--- src/rtl/spi_master.sv ---
// spi_master: byte-oriented SPI master with a valid/ready host side.
// Sends one byte on MOSI while capturing one byte from MISO, in any of the four
// SPI modes chosen per transaction. CLK_DIV sets the SCL half-period in clk cycles.
// Optional build macro SPI_MASTER_LSB_FIRST_EN: shift bit 0 first instead of bit 7.
`timescale 1ns/1ps

module spi_master #(
    parameter int CLK_DIV = 4
) (
    input  logic       clk,
    input  logic       rst_n,
    input  logic       tx_valid,
    output logic       tx_ready,
    input  logic [7:0] tx_data,
    input  logic [1:0] mode,
    output logic [7:0] rx_data,
    output logic       rx_valid,
    output logic       SCL,
    output logic       CS_n,
    output logic       MOSI,
    input  logic       MISO
);

`ifdef SPI_MASTER_LSB_FIRST_EN
    localparam bit LSB_FIRST = 1'b1;
`else
    localparam bit LSB_FIRST = 1'b0;
`endif

    localparam logic [7:0] DIV_LAST  = 8'(CLK_DIV - 1);
    localparam logic [4:0] LAST_EDGE = 5'd16;

    typedef enum logic [2:0] {
        IDLE,
        SETUP,
        XFER,
        HOLD,
        GAP
    } state_t;

    state_t     state, state_nxt;
    logic [7:0] div_cnt, div_cnt_nxt;
    logic [4:0] edge_cnt, edge_cnt_nxt;
    logic [7:0] tx_shift, tx_shift_nxt;
    logic [7:0] rx_shift, rx_shift_nxt;
    logic       cpol, cpol_nxt;
    logic       cpha, cpha_nxt;
    logic       scl_nxt;
    logic       cs_n_nxt;
    logic       mosi_nxt;
    logic [7:0] rx_data_nxt;
    logic       rx_valid_nxt;

    logic       half_done;
    logic [4:0] edge_num;
    logic       sample_now;

    // Bit that leaves the shift register first.
    function automatic logic first_bit(input logic [7:0] b);
        return LSB_FIRST ? b[0] : b[7];
    endfunction

    // Shift register after the outgoing bit has been handed to MOSI.
    function automatic logic [7:0] shift_out(input logic [7:0] b);
        return LSB_FIRST ? {1'b0, b[7:1]} : {b[6:0], 1'b0};
    endfunction

    // Receive register after one more MISO bit has been captured.
    function automatic logic [7:0] shift_in(input logic [7:0] b, input logic bit_in);
        return LSB_FIRST ? {bit_in, b[7:1]} : {b[6:0], bit_in};
    endfunction

    assign half_done  = (div_cnt == DIV_LAST);
    assign edge_num   = edge_cnt + 5'd1;
    // Odd edges are leading; CPHA=0 samples on leading, CPHA=1 on trailing.
    assign sample_now = edge_num[0] ^ cpha;
    assign tx_ready   = (state == IDLE);

    // Next-state and next-output decode; every SCL edge is produced together with its MOSI/MISO action.
    always_comb begin
        state_nxt    = state;
        div_cnt_nxt  = div_cnt + 8'd1;
        edge_cnt_nxt = edge_cnt;
        tx_shift_nxt = tx_shift;
        rx_shift_nxt = rx_shift;
        cpol_nxt     = cpol;
        cpha_nxt     = cpha;
        scl_nxt      = SCL;
        cs_n_nxt     = CS_n;
        mosi_nxt     = MOSI;
        rx_data_nxt  = rx_data;
        rx_valid_nxt = 1'b0;

        case (state)
            IDLE: begin
                div_cnt_nxt = '0;
                scl_nxt     = cpol;
                cs_n_nxt    = 1'b1;
                if (tx_valid) begin
                    state_nxt    = SETUP;
                    cpol_nxt     = mode[1];
                    cpha_nxt     = mode[0];
                    scl_nxt      = mode[1];
                    cs_n_nxt     = 1'b0;
                    edge_cnt_nxt = '0;
                    rx_shift_nxt = '0;
                    if (!mode[0]) begin
                        mosi_nxt     = first_bit(tx_data);
                        tx_shift_nxt = shift_out(tx_data);
                    end else begin
                        tx_shift_nxt = tx_data;
                    end
                end
            end

            SETUP, XFER: begin
                if (half_done) begin
                    div_cnt_nxt  = '0;
                    edge_cnt_nxt = edge_num;
                    scl_nxt      = ~SCL;
                    state_nxt    = (edge_num == LAST_EDGE) ? HOLD : XFER;
                    if (sample_now) begin
                        rx_shift_nxt = shift_in(rx_shift, MISO);
                    end else if (cpha || (edge_num != LAST_EDGE)) begin
                        mosi_nxt     = first_bit(tx_shift);
                        tx_shift_nxt = shift_out(tx_shift);
                    end
                end
            end

            HOLD: begin
                if (half_done) begin
                    state_nxt    = GAP;
                    div_cnt_nxt  = '0;
                    cs_n_nxt     = 1'b1;
                    mosi_nxt     = 1'b0;
                    rx_data_nxt  = rx_shift;
                    rx_valid_nxt = 1'b1;
                end
            end

            GAP: begin
                if (half_done) begin
                    state_nxt   = IDLE;
                    div_cnt_nxt = '0;
                end
            end

            default: begin
                state_nxt   = IDLE;
                div_cnt_nxt = '0;
            end
        endcase
    end

    // State, datapath and registered SPI outputs; reset aborts any transfer in flight.
    always_ff @(posedge clk or negedge rst_n) begin
        if (!rst_n) begin
            state    <= IDLE;
            div_cnt  <= '0;
            edge_cnt <= '0;
            tx_shift <= '0;
            rx_shift <= '0;
            cpol     <= 1'b0;
            cpha     <= 1'b0;
            SCL      <= 1'b0;
            CS_n     <= 1'b1;
            MOSI     <= 1'b0;
            rx_data  <= '0;
            rx_valid <= 1'b0;
        end else begin
            state    <= state_nxt;
            div_cnt  <= div_cnt_nxt;
            edge_cnt <= edge_cnt_nxt;
            tx_shift <= tx_shift_nxt;
            rx_shift <= rx_shift_nxt;
            cpol     <= cpol_nxt;
            cpha     <= cpha_nxt;
            SCL      <= scl_nxt;
            CS_n     <= cs_n_nxt;
            MOSI     <= mosi_nxt;
            rx_data  <= rx_data_nxt;
            rx_valid <= rx_valid_nxt;
        end
    end

endmodule

--- config.mk ---
export PLATFORM = sky130hd
export DESIGN_NAME = spi_master
export DESIGN_NICKNAME = d
export VERILOG_FILES = /design/src/rtl/spi_master.sv
export SDC_FILE = /design/constraint.sdc
export NUM_CORES = 1
export LEC_CHECK = 0
export ABC_AREA = 1
export CELL_PAD_IN_SITES_DETAIL_PLACEMENT = 0
export CELL_PAD_IN_SITES_GLOBAL_PLACEMENT = 2
export CORE_MARGIN = 3
export CORE_UTILIZATION = 33
export DETAILED_ROUTE_END_ITERATION = 8
export PLACE_DENSITY = 0.81
export SLEW_MARGIN = 20
export SYNTH_ARGS = -nofsm -noshare
export SYNTH_HDL_FRONTEND = slang
export SYNTH_SLANG_ARGS = --single-unit
--- constraint.sdc ---
create_clock -name clk -period 1.97 [get_ports clk]
set_input_delay 0.394 -clock clk [delete_from_list [all_inputs] [get_ports clk]]
set_output_delay 0.394 -clock clk [all_outputs]
set_load 0.005 [all_outputs]
Word level (Yosys, flattened, before mapping)
Cells that the tools add are included.
Widths: inputs -> output; s select.
- add/sub/neg operators: 2
- equal/unequal tests: 15
- muxes and demuxes: 36
- reductions and logical operators: 16
- bitwise logic cells: 2
- operator list (kind ; count):
    $mux 8 ; 10
    $pmux 8 s2 ; 2
    $ne 2x2->1 const B ; 8
    $mux 1 ; 13
    $mux 3 ; 4
    $pmux 3 s4 ; 1
    $mux 5 ; 2
    $pmux 5 s2 ; 1
    $add 8x1->8 const B ; 1
    $eq 8x2->1 const B ; 1
    $reduce_and 2->1 ; 4
    $reduce_and 4->1 ; 2
    $reduce_and 7->1 ; 1
    $eq 3x2->1 const B ; 2
    $add 5x1->5 const B ; 1
    $eq 5x5->1 const B ; 1
    $ne 5x5->1 const B ; 1
    $reduce_and 5->1 ; 1
    $pmux 1 s2 ; 2
    $reduce_bool 2->1 ; 2
    $reduce_or 4->1 ; 1
    $eq 3x1->1 const B ; 1
    $eq 3x3->1 const B ; 1
    $logic_not 3->1 ; 1
    other kinds (7) ; 7
- logic and storage cells: 83
- output and inout port bits: 13
- register bits after elaboration: 46

Logic depth before layout (Yosys ltp)
Gate-level depths: netlist of the first run.
- depth after elaboration: 7
- mapped depth: 10
- gate-level depth less buffers: 9

Worst setup path before layout of the first run
No wires, ideal clock.
- path kind: register to register
- start point: register edge_cnt[0]
- end point: register MOSI
- arrival: 1.361 ns
- path slack: 0.492 ns
- period minus slack after synthesis: 1.478 ns
- library setup time: 0.117 ns
- data required time: 1.853 ns
- buffers on the path: 1
- cell stages (with the launch flop): 11
- cell sequence: dfrtp_1 ha_1 nand3_1 nand2_1 nand2_1 nor2_2 nand3_1 buf_2 nand3_2 nand2_1 nand2_1
- cells in the longest elaborated chain, start to end: 5
- elaborated cells between the ends (all ways): 7
- those cells by class: add/sub: 1; eq/ne: 3; bitwise: 1; reduce/logical: 2
- ends and longest elaborated chain (item ; RTL line ; RTL):
    start, declared ; 43 ; logic [4:0] edge_cnt, edge_cnt_nxt;
    start signal, assigned ; 174 ; edge_cnt <= edge_cnt_nxt;
    $add 5x1->5 * ; 74 ; assign edge_num = edge_cnt + 5'd1;
    $ne 5x5->1 ; 124 ; end else if (cpha || (edge_num != LAST_EDGE)) begin
    $logic_or 1x1->1 ; 124 ;
    $ne 2x2->1 (no source line) ; -- ;
    $reduce_and 7->1 (no source line) * ; -- ;
    end signal, assigned ; 181 ; MOSI <= mosi_nxt;
    end, declared ; 20 ; output logic MOSI,
Every way passes the cells marked *; elsewhere a longest branch is shown, timed or not.
A chain may end at the register's enable or synchronous reset.

Worst setup path after layout of the first run
- start point: register state[0]
- end point: output port tx_ready
- cells in the longest elaborated chain, start to end: 1
- ends and longest elaborated chain (item ; RTL line ; RTL):
    start, declared ; 41 ; state_t state, state_nxt;
    start signal, assigned ; 172 ; state <= state_nxt;
    $logic_not 3->1 ; 77 ; assign tx_ready = (state == IDLE);
    end, declared ; 13 ; output logic tx_ready,
No other way between the ends.

==> results.yml, run 1 <==
status:
  status: "finished, final reports clean"
grt:
  grt_pass1_vias: 1957
  grt_overflow: 0
  grt_use_total: 0.138
  grt_first_pass_wirelength_um: 9280
  antenna_found_initial: 0
  grt_max_degree: 29
cells_and_area:
  final_cell_area_mm2: 0.00297
  instances_no_fill: 438
  antenna_cells: 0
  num-nets-final: 358
  post-route-util: 0.428
  area_delta_synth_final_pct: 23.2
  layout-drive-gt1-share: 0.143
synthesis:
  yosysMostFrequentCell: "nand2_1"
  yosys_warnings: 0
  syn-num-nets: 318
  synth_commonest_cells: "112 x nand2_1, 45 x dfrtp_1, 26 x inv_1, 22 x nor2_1, 20 x o21ai_0"
  synthTopCellsByArea: "dfrtp_1 47%, nand2_1 17%, o21ai_0 4.1%, inv_1 4.0%, nor2_1 3.4%"
  ys_ff_latch: 46
  synth.cell_area_mm2: 0.00241
  synth_top_area_share: 0.466
  ys_seq_area_frac: 0.477
  synthCells: 301
  synth-edff-count: 0
  synth.largest_area_cell: "dfrtp_1"
  synthDistinctLibCells: 30
  syn_avg_cell_area_um2: 8.02
  async_reset_ff_frac: 1.00
  synth_ff_type: "dfrtp_1"
timing:
  finalSetupTns_ns: 0
  worst_slew_pin_slew_ns: 0.566
  setup_viol: 0
  drv_slew: 0
  fin_worst_skew_ns: 0.00281
  rsz0062_at_grt: "no"
  period_minus_slack_ns: 1.89
  fmaxAchievable_mhz: 530
  hold_violations: 0
  maxSlewHeadroom: 0.622
  period_share: 0.957
setup_path:
  worstPathArrival_ns: 1.49
  rrSetupSlack_ns: 0.25
  cp_slowest_cell: "clkdlybuf4s50_1"
  crit_buf_inv: 2
  cpLargestDelayFamily: "buffers and inverters"
  crit_type: "register to output port"
  worstPathMaxFanout: 4
  end_kind: "output port"
  startpoint_type: "register"
  cpPeakStageDelay_ns: 0.51
  crit_chain: "inv_1 -> nand2_2 -> nor2_4 -> clkdlybuf4s50_1"
  required_ns: 1.58
routing:
  vias: 1984
  routed_wirelength_um: 5260
  drt_iter0_drc: 74
  drc_errors: 0
  first_pass_iters: 4
  wl_per_cell_um: 12.0
  ant_nets: 0
  viasPerCell: 4.53
floorplan:
  core_mm2: 0.00694
  start_util: 0.348
  rows: 30
  fp.dieW_um: 91.5
  io_pins: 27
  dieHeight_um: 91.5
  fp.dieArea_mm2: 0.00838
pwr:
  vdd_drop_max_mv: 0.455
  switchingPower_mw: 1.75
  comb_power_share: 0.492
  internal_power_mw: 2.30
  seqPwrFrac: 0.330
  pwr-share-clk: 0.179
  switching_share: 0.431
  p_per_area_mw_per_mm2: 1360
  power_mw: 4.05
  power.static_leakage_nw: 1.43
clock_tree:
  cts_tree: "built"
  clk_pin_slew_ns: 0.09
  ctsRootBufferMaster: "clkbuf_8"
  clk_latency_ns: 0.30
  clockBufferDepth: 2
  cts_max_level: 2
  cts_hold_buf: 0
  clock-sinks: 46
  cts_buffers: 5
job:
  cap_violations: 0
placement:
  place_area_mm2: 0.00284
  gp_congestion: 0.766
  dp_hpwl_um: 3870
  portBuffers: 26
  placed_cells: 428
hold_path:
  hp-class: "input port to asynchronous set/reset pin"
-- through the flow --
stage / setup slack, ns / hold slack, ns
6_report: 0.0845 / 0.0310
5_1_grt: 0.00297 / 0.0584
4_1_cts: 0.0463 / 0.0446
3_5_place_dp: 0.159 / 0.373
3_3_place_gp: 0.187 / 0.376
2_1_floorplan: 0.492 / 0.0984
-- power by group through the flow --
| stage | registers [mW] | logic (mW) | clock network, mW |
|---|---|---|---|
| 2_1_floorplan | 1.33 | 1.39 | 0 |
| 3_3_place_gp | 1.35 | 1.99 | 0 |
| 3_5_place_dp | 1.35 | 1.99 | 0 |
| 4_1_cts | 1.33 | 2.00 | 0.740 |
| 5_1_grt | 1.37 | 2.27 | 0.784 |
| 6_report | 1.33 | 1.99 | 0.723 |
-- path summary, 6_finish.rpt --
kind	cells past startpoint	to	startpoint
max in group asynchronous	2	CS_n$_DFFE_PN1P_	rst_n
min in group clk	1	div_cnt[0]$_DFF_PN0_	div_cnt[0]$_DFF_PN0_
worst min-delay path	1	div_cnt[4]$_DFF_PN0_	rst_n
worst max-delay path	4	tx_ready	state[0]$_DFFE_PN0P_
worst max register to register	7	div_cnt[5]$_DFF_PN0_	state[1]$_DFFE_PN0P_
worst min register to register	1	div_cnt[0]$_DFF_PN0_	div_cnt[0]$_DFF_PN0_
-- placed cells by master, fill, tap and decap left out, types with 2 or more instances in the layout --
| cell | n |
|---|---|
| xnor2_1 | 2 |
| nand4_1 | 12 |
| ha_1 | 3 |
| nor3_1 | 3 |
| buf_4 | 12 |
| inv_2 | 3 |
| inv_1 | 26 |
| a21oi_1 | 4 |
| nor2_2 | 3 |
| nand2_4 | 3 |
| clkbuf_8 | 5 |
| o21ai_0 | 20 |
| clkdlybuf4s50_1 | 25 |
| nor2_4 | 2 |
| nand2_1 | 112 |
| xor2_1 | 3 |
| clkinvlp_4 | 2 |
| nand2_2 | 3 |
| dfrtp_1 | 45 |
| nor2_1 | 22 |
| nand3_2 | 2 |
| nand3_1 | 11 |
| nor3b_1 | 2 |
| o21ai_2 | 7 |
-- worst register-to-register path: cells and delay by family, from the launching register on --
family,cells,cell delay [ns]
DFF,1,0.40
buffers and inverters,2,0.32
AOI/OAI and AO/OA,1,0.11
and+or+nand+nor,4,0.77
-- metal layers --
| layer | vias up | track usage | share of wire |
|---|---|---|---|
| met3 | 7 | 0.0323 | 0.037 |
| met5 | - | 0 | 0 |
| li1 | 1039 | - | - |
| met2 | 34 | 0.220 | 0.44 |
| met4 | 0 | 0.0452 | 0.014 |
| met1 | 904 | 0.183 | 0.51 |
-- cells by family after synthesis --
logic type,count (synthesis),share of synthesized area
flip-flops,46,0.477
AO/OA/AOI/OAI,33,0.0850
buffers and inverters,35,0.0637
AND/OR/NAND/NOR,179,0.340
XOR/XNOR,5,0.0181
adder cells (fa/ha/maj),3,0.0155
-- layout make-up --
type	count	area, um^2
Clock buffer	5	68.8
Timing Repair Buffer	39	365
Tap cell	96	120
Clock inverter	3	45.0
Inverter	29	109
Multi-Input combinational cell	220	1110
Fill cell	712	3970
Sequential cell	46	1150
-- flip-flops by register name, indices dropped and copies added, names as in the netlist --
register / flops
edge_cnt: 5
MOSI: 1
rx_shift: 8
div_cnt: 8
SCL: 1
rx_data: 8
rx_valid: 1
tx_shift: 8
state: 3
cpha: 1
cpol: 1
CS_n: 1
-- timing repair --
action,CTS,global route
endpoints found under the setup margin,0,1
buffers inserted,0,2
gates resized for setup,0,1
No activity file was read; power rests on OpenSTA's default activity.
==> run 2: changes to the inputs <==
--- a/config.mk
+++ b/config.mk
@@ -6,6 +6,7 @@
 export NUM_CORES = 1
 export LEC_CHECK = 0
 export ABC_AREA = 1
+export CAP_MARGIN = 0
 export CELL_PAD_IN_SITES_DETAIL_PLACEMENT = 0
 export CELL_PAD_IN_SITES_GLOBAL_PLACEMENT = 2
 export CORE_MARGIN = 3
==> results of run 2 <==
Same layout as run 1: the final DEF is identical, and so are final timing and power.
